### config.mk
export PLATFORM = sky130hd
export DESIGN_NAME = dm_axi_master
export DESIGN_NICKNAME = d
export VERILOG_FILES = /design/src/rtl/dm_axi_master_pkg.sv /design/src/rtl/dm_axi_master.sv
export SDC_FILE = /design/constraint.sdc
export NUM_CORES = 1
export LEC_CHECK = 0
export CAP_MARGIN = 10
export CORE_UTILIZATION = 30
export DETAILED_ROUTE_END_ITERATION = 6
export PLACE_DENSITY = 0.76
export SKIP_CTS_REPAIR_TIMING = 1
export SYNTH_ARGS = -nofsm -noshare
export SYNTH_HDL_FRONTEND = slang
export SYNTH_SLANG_ARGS = --single-unit
export TNS_END_PERCENT = 10
### constraint.sdc
create_clock -name ACLK -period 2.5 [get_ports ACLK]
set_input_delay 0.625 -clock ACLK [delete_from_list [all_inputs] [get_ports ACLK]]
set_output_delay 0.625 -clock ACLK [all_outputs]
set_load 0.02 [all_outputs]
### src/rtl/dm_axi_master_pkg.sv
// Shared AXI4 widths, encodings and helpers for the data-memory master.
package dm_axi_master_pkg;

  localparam int AXI_ID_W    = 4;
  localparam int AXI_ADDR_W  = 32;
  localparam int AXI_DATA_W  = 32;
  localparam int AXI_STRB_W  = AXI_DATA_W / 8;
  localparam int AXI_LEN_W   = 4;
  localparam int AXI_SIZE_W  = 3;
  localparam int AXI_BURST_W = 2;
  localparam int AXI_RESP_W  = 2;

  localparam logic [AXI_BURST_W-1:0] BURST_INCR = 2'b01;
  localparam logic [AXI_SIZE_W-1:0]  SIZE_WORD  = 3'b010;
  localparam logic [AXI_RESP_W-1:0]  RESP_OKAY  = 2'b00;
  localparam logic [AXI_LEN_W-1:0]   LEN_SINGLE = '0;

  // Any response other than OKAY is reported to the CPU as an error.
  function automatic logic resp_is_err(input logic [AXI_RESP_W-1:0] resp);
    return resp != RESP_OKAY;
  endfunction

endpackage

### src/rtl/dm_axi_master.sv
// Data-memory AXI4 master: turns one CPU load/store at a time into a
// single-beat AXI transaction and holds the CPU pipeline until it completes.
module dm_axi_master
  import dm_axi_master_pkg::*;
#(
  parameter logic [AXI_ID_W-1:0] MASTER_ID = 4'd1
) (
  input  logic                   ACLK,
  input  logic                   ARESETn,
  // CPU load/store unit side
  input  logic                   cpu_req,
  input  logic [AXI_STRB_W-1:0]  cpu_we,
  input  logic [AXI_ADDR_W-1:0]  cpu_addr,
  input  logic [AXI_DATA_W-1:0]  cpu_wdata,
  output logic [AXI_DATA_W-1:0]  cpu_rdata,
  output logic                   cpu_stall,
  output logic                   cpu_err,
  // AW channel
  output logic [AXI_ID_W-1:0]    AWID,
  output logic [AXI_ADDR_W-1:0]  AWADDR,
  output logic [AXI_LEN_W-1:0]   AWLEN,
  output logic [AXI_SIZE_W-1:0]  AWSIZE,
  output logic [AXI_BURST_W-1:0] AWBURST,
  output logic                   AWVALID,
  input  logic                   AWREADY,
  // W channel
  output logic [AXI_DATA_W-1:0]  WDATA,
  output logic [AXI_STRB_W-1:0]  WSTRB,
  output logic                   WLAST,
  output logic                   WVALID,
  input  logic                   WREADY,
  // B channel
  input  logic [AXI_ID_W-1:0]    BID,
  input  logic [AXI_RESP_W-1:0]  BRESP,
  input  logic                   BVALID,
  output logic                   BREADY,
  // AR channel
  output logic [AXI_ID_W-1:0]    ARID,
  output logic [AXI_ADDR_W-1:0]  ARADDR,
  output logic [AXI_LEN_W-1:0]   ARLEN,
  output logic [AXI_SIZE_W-1:0]  ARSIZE,
  output logic [AXI_BURST_W-1:0] ARBURST,
  output logic                   ARVALID,
  input  logic                   ARREADY,
  // R channel
  input  logic [AXI_ID_W-1:0]    RID,
  input  logic [AXI_DATA_W-1:0]  RDATA,
  input  logic [AXI_RESP_W-1:0]  RRESP,
  input  logic                   RLAST,
  input  logic                   RVALID,
  output logic                   RREADY
);

  typedef enum logic [2:0] {
    IDLE,
    RD_ADDR,
    RD_DATA,
    WR_REQ,
    WR_RESP
  } state_e;

  state_e                  state_q;
  logic [AXI_ADDR_W-1:0]   addr_q;
  logic [AXI_STRB_W-1:0]   we_q;
  logic [AXI_DATA_W-1:0]   wdata_q;
  logic [AXI_DATA_W-1:0]   rdata_q;
  logic                    arvalid_q;
  logic                    rready_q;
  logic                    awvalid_q;
  logic                    wvalid_q;
  logic                    bready_q;
  logic                    aw_done_q;
  logic                    w_done_q;
  logic                    err_q;

  logic                    ar_hs;
  logic                    aw_hs;
  logic                    w_hs;
  logic                    r_done;
  logic                    b_done;
  logic                    aw_done_d;
  logic                    w_done_d;

  // IDs play no part in control: this master only ever has one transaction
  // in flight, so the response always belongs to it.
  logic                    unused_ids;
  assign unused_ids = ^{RID, BID};

  assign ar_hs     = arvalid_q & ARREADY;
  assign aw_hs     = awvalid_q & AWREADY;
  assign w_hs      = wvalid_q & WREADY;
  assign r_done    = (state_q == RD_DATA) & rready_q & RVALID & RLAST;
  assign b_done    = (state_q == WR_RESP) & bready_q & BVALID;
  assign aw_done_d = aw_done_q | aw_hs;
  assign w_done_d  = w_done_q | w_hs;

  // Transaction sequencer: latches the CPU request, drives each AXI channel
  // from registers, and fires a one-cycle error pulse after a bad response.
  always_ff @(posedge ACLK or negedge ARESETn) begin
    if (!ARESETn) begin
      state_q   <= IDLE;
      addr_q    <= '0;
      we_q      <= '0;
      wdata_q   <= '0;
      rdata_q   <= '0;
      arvalid_q <= 1'b0;
      rready_q  <= 1'b0;
      awvalid_q <= 1'b0;
      wvalid_q  <= 1'b0;
      bready_q  <= 1'b0;
      aw_done_q <= 1'b0;
      w_done_q  <= 1'b0;
      err_q     <= 1'b0;
    end else begin
      err_q <= 1'b0;
      case (state_q)
        IDLE: begin
          if (cpu_req) begin
            addr_q  <= cpu_addr;
            we_q    <= cpu_we;
            wdata_q <= cpu_wdata;
            if (cpu_we == '0) begin
              arvalid_q <= 1'b1;
              state_q   <= RD_ADDR;
            end else begin
              awvalid_q <= 1'b1;
              wvalid_q  <= 1'b1;
              aw_done_q <= 1'b0;
              w_done_q  <= 1'b0;
              state_q   <= WR_REQ;
            end
          end
        end
        RD_ADDR: begin
          if (ar_hs) begin
            arvalid_q <= 1'b0;
            rready_q  <= 1'b1;
            state_q   <= RD_DATA;
          end
        end
        RD_DATA: begin
          if (r_done) begin
            rready_q <= 1'b0;
            rdata_q  <= RDATA;
            err_q    <= resp_is_err(RRESP);
            state_q  <= IDLE;
          end
        end
        WR_REQ: begin
          if (aw_hs) begin
            awvalid_q <= 1'b0;
            aw_done_q <= 1'b1;
          end
          if (w_hs) begin
            wvalid_q <= 1'b0;
            w_done_q <= 1'b1;
          end
          // Both halves done (possibly in this very cycle): the flags are
          // cleared here so the next write starts from a clean slate.
          if (aw_done_d && w_done_d) begin
            aw_done_q <= 1'b0;
            w_done_q  <= 1'b0;
            bready_q  <= 1'b1;
            state_q   <= WR_RESP;
          end
        end
        WR_RESP: begin
          if (b_done) begin
            bready_q <= 1'b0;
            err_q    <= resp_is_err(BRESP);
            state_q  <= IDLE;
          end
        end
        default: begin
          state_q <= IDLE;
        end
      endcase
    end
  end

  // The CPU is released only in the cycle the final response handshakes,
  // and a fresh request always costs at least one stalled IDLE cycle.
  assign cpu_stall = (state_q == IDLE) ? cpu_req : ~(r_done | b_done);
  assign cpu_rdata = r_done ? RDATA : rdata_q;
  assign cpu_err   = err_q;

  assign AWID    = MASTER_ID;
  assign AWADDR  = addr_q;
  assign AWLEN   = LEN_SINGLE;
  assign AWSIZE  = SIZE_WORD;
  assign AWBURST = BURST_INCR;
  assign AWVALID = awvalid_q;

  assign WDATA   = wdata_q;
  assign WSTRB   = we_q;
  assign WLAST   = 1'b1;
  assign WVALID  = wvalid_q;

  assign BREADY  = bready_q;

  assign ARID    = MASTER_ID;
  assign ARADDR  = addr_q;
  assign ARLEN   = LEN_SINGLE;
  assign ARSIZE  = SIZE_WORD;
  assign ARBURST = BURST_INCR;
  assign ARVALID = arvalid_q;

  assign RREADY  = rready_q;

endmodule

* Yosys cells after proc, flatten, opt, wreduce, memory -nomap -nowiden
Cells that the tools add are included.
** Word-level totals
- Flip-flop bits (word level) :: 111
** Cells by class
- Multiplexer cells :: 36
- Reductions and logical operators :: 18
- Equal/unequal tests :: 15
- Bitwise gates (word level) :: 12
** Operator list (count)
- 2-to-1 mux 32 bit :: 1
- 2-to-1 mux 1 bit :: 20
- AND reduction 4 bit :: 5
- != test 2 bit (second input constant) :: 9
- one-hot mux 1 bit (2 select lines) :: 8
- 2-to-1 mux 3 bit :: 5
- one-hot mux 3 bit (5 select lines) :: 1
- nonzero test 2 bit :: 6
- bitwise AND 1 bit :: 8
- equality test 3 x 2 -> 1 bit (second input constant) :: 2
- != test 3 bit (second input constant) :: 2
- AND reduction 3 bit :: 2
- AND reduction 5 bit :: 1
- logical NOT 4 bit :: 1
- equality test 3 x 1 -> 1 bit (second input constant) :: 1
- equality test 3 bit (second input constant) :: 1
- logical NOT 3 bit :: 1
- OR 1 bit :: 3
- 2-to-1 mux 2 bit :: 1
- AND reduction 2 bit :: 1
- logical AND 1 bit :: 1
- inverter 1 bit :: 1

* Logic depth before layout (Yosys ltp)
- Word-level depth :: 7
- Mapped depth :: 5

* Worst setup path after synthesis
OpenSTA, ideal clock, no wires.
- Kind :: input to output
- Start :: input RVALID
- End :: output cpu_rdata[0]
- Data arrival time :: 1.776 ns
- Slack :: 0.099 ns
- Cell stages on the path :: 5
- Buffers on the path :: 2
- Path through :: nand4b_1 nor3b_2 buf_4 buf_4 mux2_1
** On the way
- Longest elaborated chain between the ends :: 3
** Ends and longest elaborated chain
- from (decl) :: RTL line dm_axi_master.sv:50 : input logic RVALID,
- bitwise AND 1 bit (2 in a row) :: RTL line dm_axi_master.sv:92 : assign r_done = (state_q == RD_DATA) & rready_q & RVALID & RLAST;
- 2-to-1 mux 32 bit
- to (decl) :: RTL line dm_axi_master.sv:15 : output logic [AXI_DATA_W-1:0] cpu_rdata,
Every way passes these cells.

* Worst setup path in the final report
- Start :: register state_q[0]
- End :: output cpu_rdata[15]
** On the way
- Longest elaborated chain between the ends :: 5
** Ends and longest elaborated chain
- from (decl) :: RTL line dm_axi_master.sv:62 : state_e state_q;
- from (signal assigned) :: RTL line dm_axi_master.sv:101 : state_q <= IDLE;
- from (signal assigned) :: RTL line dm_axi_master.sv:124 : state_q <= RD_ADDR;
- from (signal assigned) :: RTL line dm_axi_master.sv:130 : state_q <= WR_REQ;
- equality test 3 x 2 -> 1 bit :: RTL line dm_axi_master.sv:92
- bitwise AND 1 bit (3 in a row) :: RTL line dm_axi_master.sv:92
- 2-to-1 mux 32 bit
Every way passes these cells.

==> impl_metrics.json <==
{
  "via_per_inst": 4.39,
  "r2r_setup_slack_ns": 0.58,
  "cts.clk_slew.worst_paths_ns": 0.07,
  "layout.cells.non_filler": 854,
  "fin_crit_sh_pct": 106,
  "fp.coreArea_sq_mm": 0.0168,
  "intPower_mw": 6.97,
  "synth_flop_cell": "dfrtp_1",
  "crit_required_ns": 1.88,
  "cp_top_family": "buffers and inverters",
  "drtIter0Drc": 85,
  "synth_commonest_cells": "dfrtp_1, mux2_2, buf_4, mux2_1",
  "violations": "negative setup slack",
  "power_density_mw_per_mm2": 1320,
  "end_kind": "output port",
  "routed-via-count": 3747,
  "period_needed_ns": 2.66,
  "synth.avg_cell_area_sq_um": 14.0,
  "drv_cap": 0,
  "synth_edf_count": 0,
  "clkPwrFrac_pct": 12.6,
  "ys_seq_area_share_pct": 53.2,
  "slowest_delay_ns": 0.38,
  "worst_slack_ns": -0.161,
  "die_w_um": 134,
  "synth.area.top_cells": "dfrtp_1, mux2_2, buf_4, mux2_1, mux2_4",
  "power.net_switching_mw": 4.08,
  "core.rowCount": 47,
  "cts_max_path_buffers": 2,
  "comb_power_share_pct": 57.6,
  "skew_ns": 0.0103,
  "die_y_um": 134,
  "tns_ns": -3.88,
  "async_flop_share_pct": 100,
  "worstSetupPathType": "flop to output port",
  "final_hold_viol_count": 0,
  "peakVddDrop_mv": 0.615,
  "root_buffer": "clkbuf_16",
  "hpwl_mm": 10.2,
  "numClockSinks": 111,
  "grt_pass1_wl_mm": 21.0,
  "first_pass_iters": 4,
  "r2r_cells": 6,
  "worstMarginPinSlew_ns": 0.579,
  "synth.top_cell.area_share_pct": 53.2,
  "p_leak_nw": 3.61,
  "cp_max_fo": 7,
  "area_growth_pct": 59.9,
  "worstPathArrival_ns": 2.04,
  "clkLatencyLatePin_ns": 0.34,
  "path_cells": "nand4b_1 > nor3b_4 > buf_6 > buf_8 > mux2_1 > buf_2",
  "finalWeightedCongestion": 0.797,
  "drive_gt1_share_pct": 35.6,
  "finalNetCount": 751,
  "hold_path_class": "input port to asynchronous set/reset pin",
  "power_mw": 11.0,
  "slew_headroom_pct": 61.4,
  "syn_inst": 372,
  "drv_slew": 0,
  "grt_max_degree": 54,
  "slowest_stage": "dfrtp_1",
  "grt_overflow": 0,
  "port_buffers": 251,
  "synth_top_cell_by_area": "dfrtp_1",
  "grt_use_total_pct": 15.1,
  "cp.buffers_inverters": 3,
  "r2r-end": "rdata_q[20]$_DFFE_PN0P_",
  "ant_nets": 0,
  "rsz0062_at_grt": "true",
  "stdcell_area_sq_mm": 0.00836,
  "top_level_ports": 287,
  "setup_violations": 32,
  "cp-startpoint": "state_q[0]$_DFFE_PN0P_",
  "outcome": "finished with violations",
  "routed_wl_mm": 13.8,
  "yosysWarnings": 0,
  "critPathLaunchType": "flop",
  "antenna_found_initial": 1,
  "initial_core_util_pct": 31.1,
  "grt_pass1_vias": 4000,
  "p_seq_share_pct": 29.8,
  "ys_seq_elements": 111,
  "routedWlPerCell_um": 16.2,
  "placed_cell_area_sq_mm": 0.00787,
  "critPathCapture": "cpu_rdata[15]",
  "dpl.cell_count": 835,
  "synthesis.area_sq_mm": 0.00523,
  "route.detailed.drc": 0,
  "cts_tree": "yes",
  "p_sw_share_pct": 36.9,
  "r2r-start": "state_q[0]$_DFFE_PN0P_",
  "place_ws_ns": -0.870,
  "htreeDepth": 3,
  "die_area_sq_mm": 0.0179,
  "antenna_cells": 0,
  "ys_types": 38,
  "cp.depth": 6,
  "fmax_mhz": 376,
  "yosysMostFrequentCell": "dfrtp_1",
  "numCtsBuffers": 9
}
[worst min-delay path by stage]
| stage | startpoint | to | slack [ns] |
|---|---|---|---|
| after CTS | ARESETn | rdata_q[30]$_DFFE_PN0P_ | 0.28 |
| after global routing | ARESETn | rdata_q[24]$_DFFE_PN0P_ | 0.31 |
| after global placement | rdata_q[6]$_DFFE_PN0P_ | rdata_q[6]$_DFFE_PN0P_ | 0.49 |
| final | ARESETn | rdata_q[24]$_DFFE_PN0P_ | 0.28 |
| after floorplan | ARESETn | ARADDR[0]$_DFFE_PN0P_ | 0.33 |
| after detailed placement | rdata_q[13]$_DFFE_PN0P_ | rdata_q[13]$_DFFE_PN0P_ | 0.49 |
[power by group through the flow]
stage | sequential (mW) | clock (mW) | combinational (mW)
after CTS | 3.28 | 1.46 | 6.11
final | 3.29 | 1.40 | 6.36
after floorplan | 3.92 | 0 | 2.86
after global routing | 3.41 | 1.52 | 6.69
after detailed placement | 3.30 | 0 | 6.10
after global placement | 3.25 | 0 | 5.98
[worst reg2reg max path: cells and delay by family (launching register included)]
family	cells	cell delay, ns
buffers and inverters	3	0.57
AND/OR/NAND/NOR	2	0.49
flip-flops	1	0.38
multiplexers	1	0.37
[logic make-up after synthesis]
group,after synthesis,synth area share (%)
other,2,0.144
DFF,111,53.2
muxes,132,29.0
AOI/OAI and AO/OA,20,2.66
and+or+nand+nor,27,3.52
buffers and inverters,80,11.5
[per-stage QoR]
| stage | hold slack (ns) | util, % |
|---|---|---|
| 2_1_floorplan | 0.329 | - |
| 6_report | 0.275 | 49.7 |
| 5_1_grt | 0.314 | 49.7 |
| 4_1_cts | 0.284 | 48.5 |
| 3_5_place_dp | 0.491 | 46.8 |
| 3_3_place_gp | 0.486 | 46.8 |
[state kept, by name, indices dropped and copies added (netlist names)]
name	flops
aw_done_q	1
AWVALID	1
ARVALID	1
WVALID	1
WDATA	32
cpu_err	1
WSTRB	4
state_q	3
rdata_q	32
BREADY	1
ARADDR	32
RREADY	1
w_done_q	1
[layout by cell type, fill, tap and decap left out, drive strengths merged, types with 3 or more instances in the layout]
cell type | netlist | layout
a21o | 3 | 3
a21oi | 3 | 3
buf | 74 | 78
clkbuf | 2 | 14
clkdlybuf4s50 | 0 | 215
conb | 2 | 27
dfrtp | 111 | 111
inv | 4 | 4
mux2 | 132 | 132
nand2 | 7 | 7
nor3b | 3 | 3
o21ai | 4 | 4
[routing by layer]
metal / part of all wire (%) / vias to the layer above / routed length, um / global-route usage, %
li1: - / 1723 / - / -
met1: 37 / 1816 / 5140 / 16.2
met2: 53 / 174 / 7360 / 28.0
met3: 6.2 / 32 / 860 / 2.99
met4: 3.3 / 2 / 451 / 7.83
met5: 0.094 / - / 13 / 0
[cell type report]
class / instances / area, sq um
flip-flops and latches: 111 / 2780
clock buffers: 11 / 233
multi-input cells: 206 / 2050
repair buffers: 298 / 2960
inverters: 4 / 15.0
well taps: 220 / 275
fillers: 1438 / 8460
clock inverters: 4 / 47.5
Note: power is estimated with default switching activity, not from simulation.
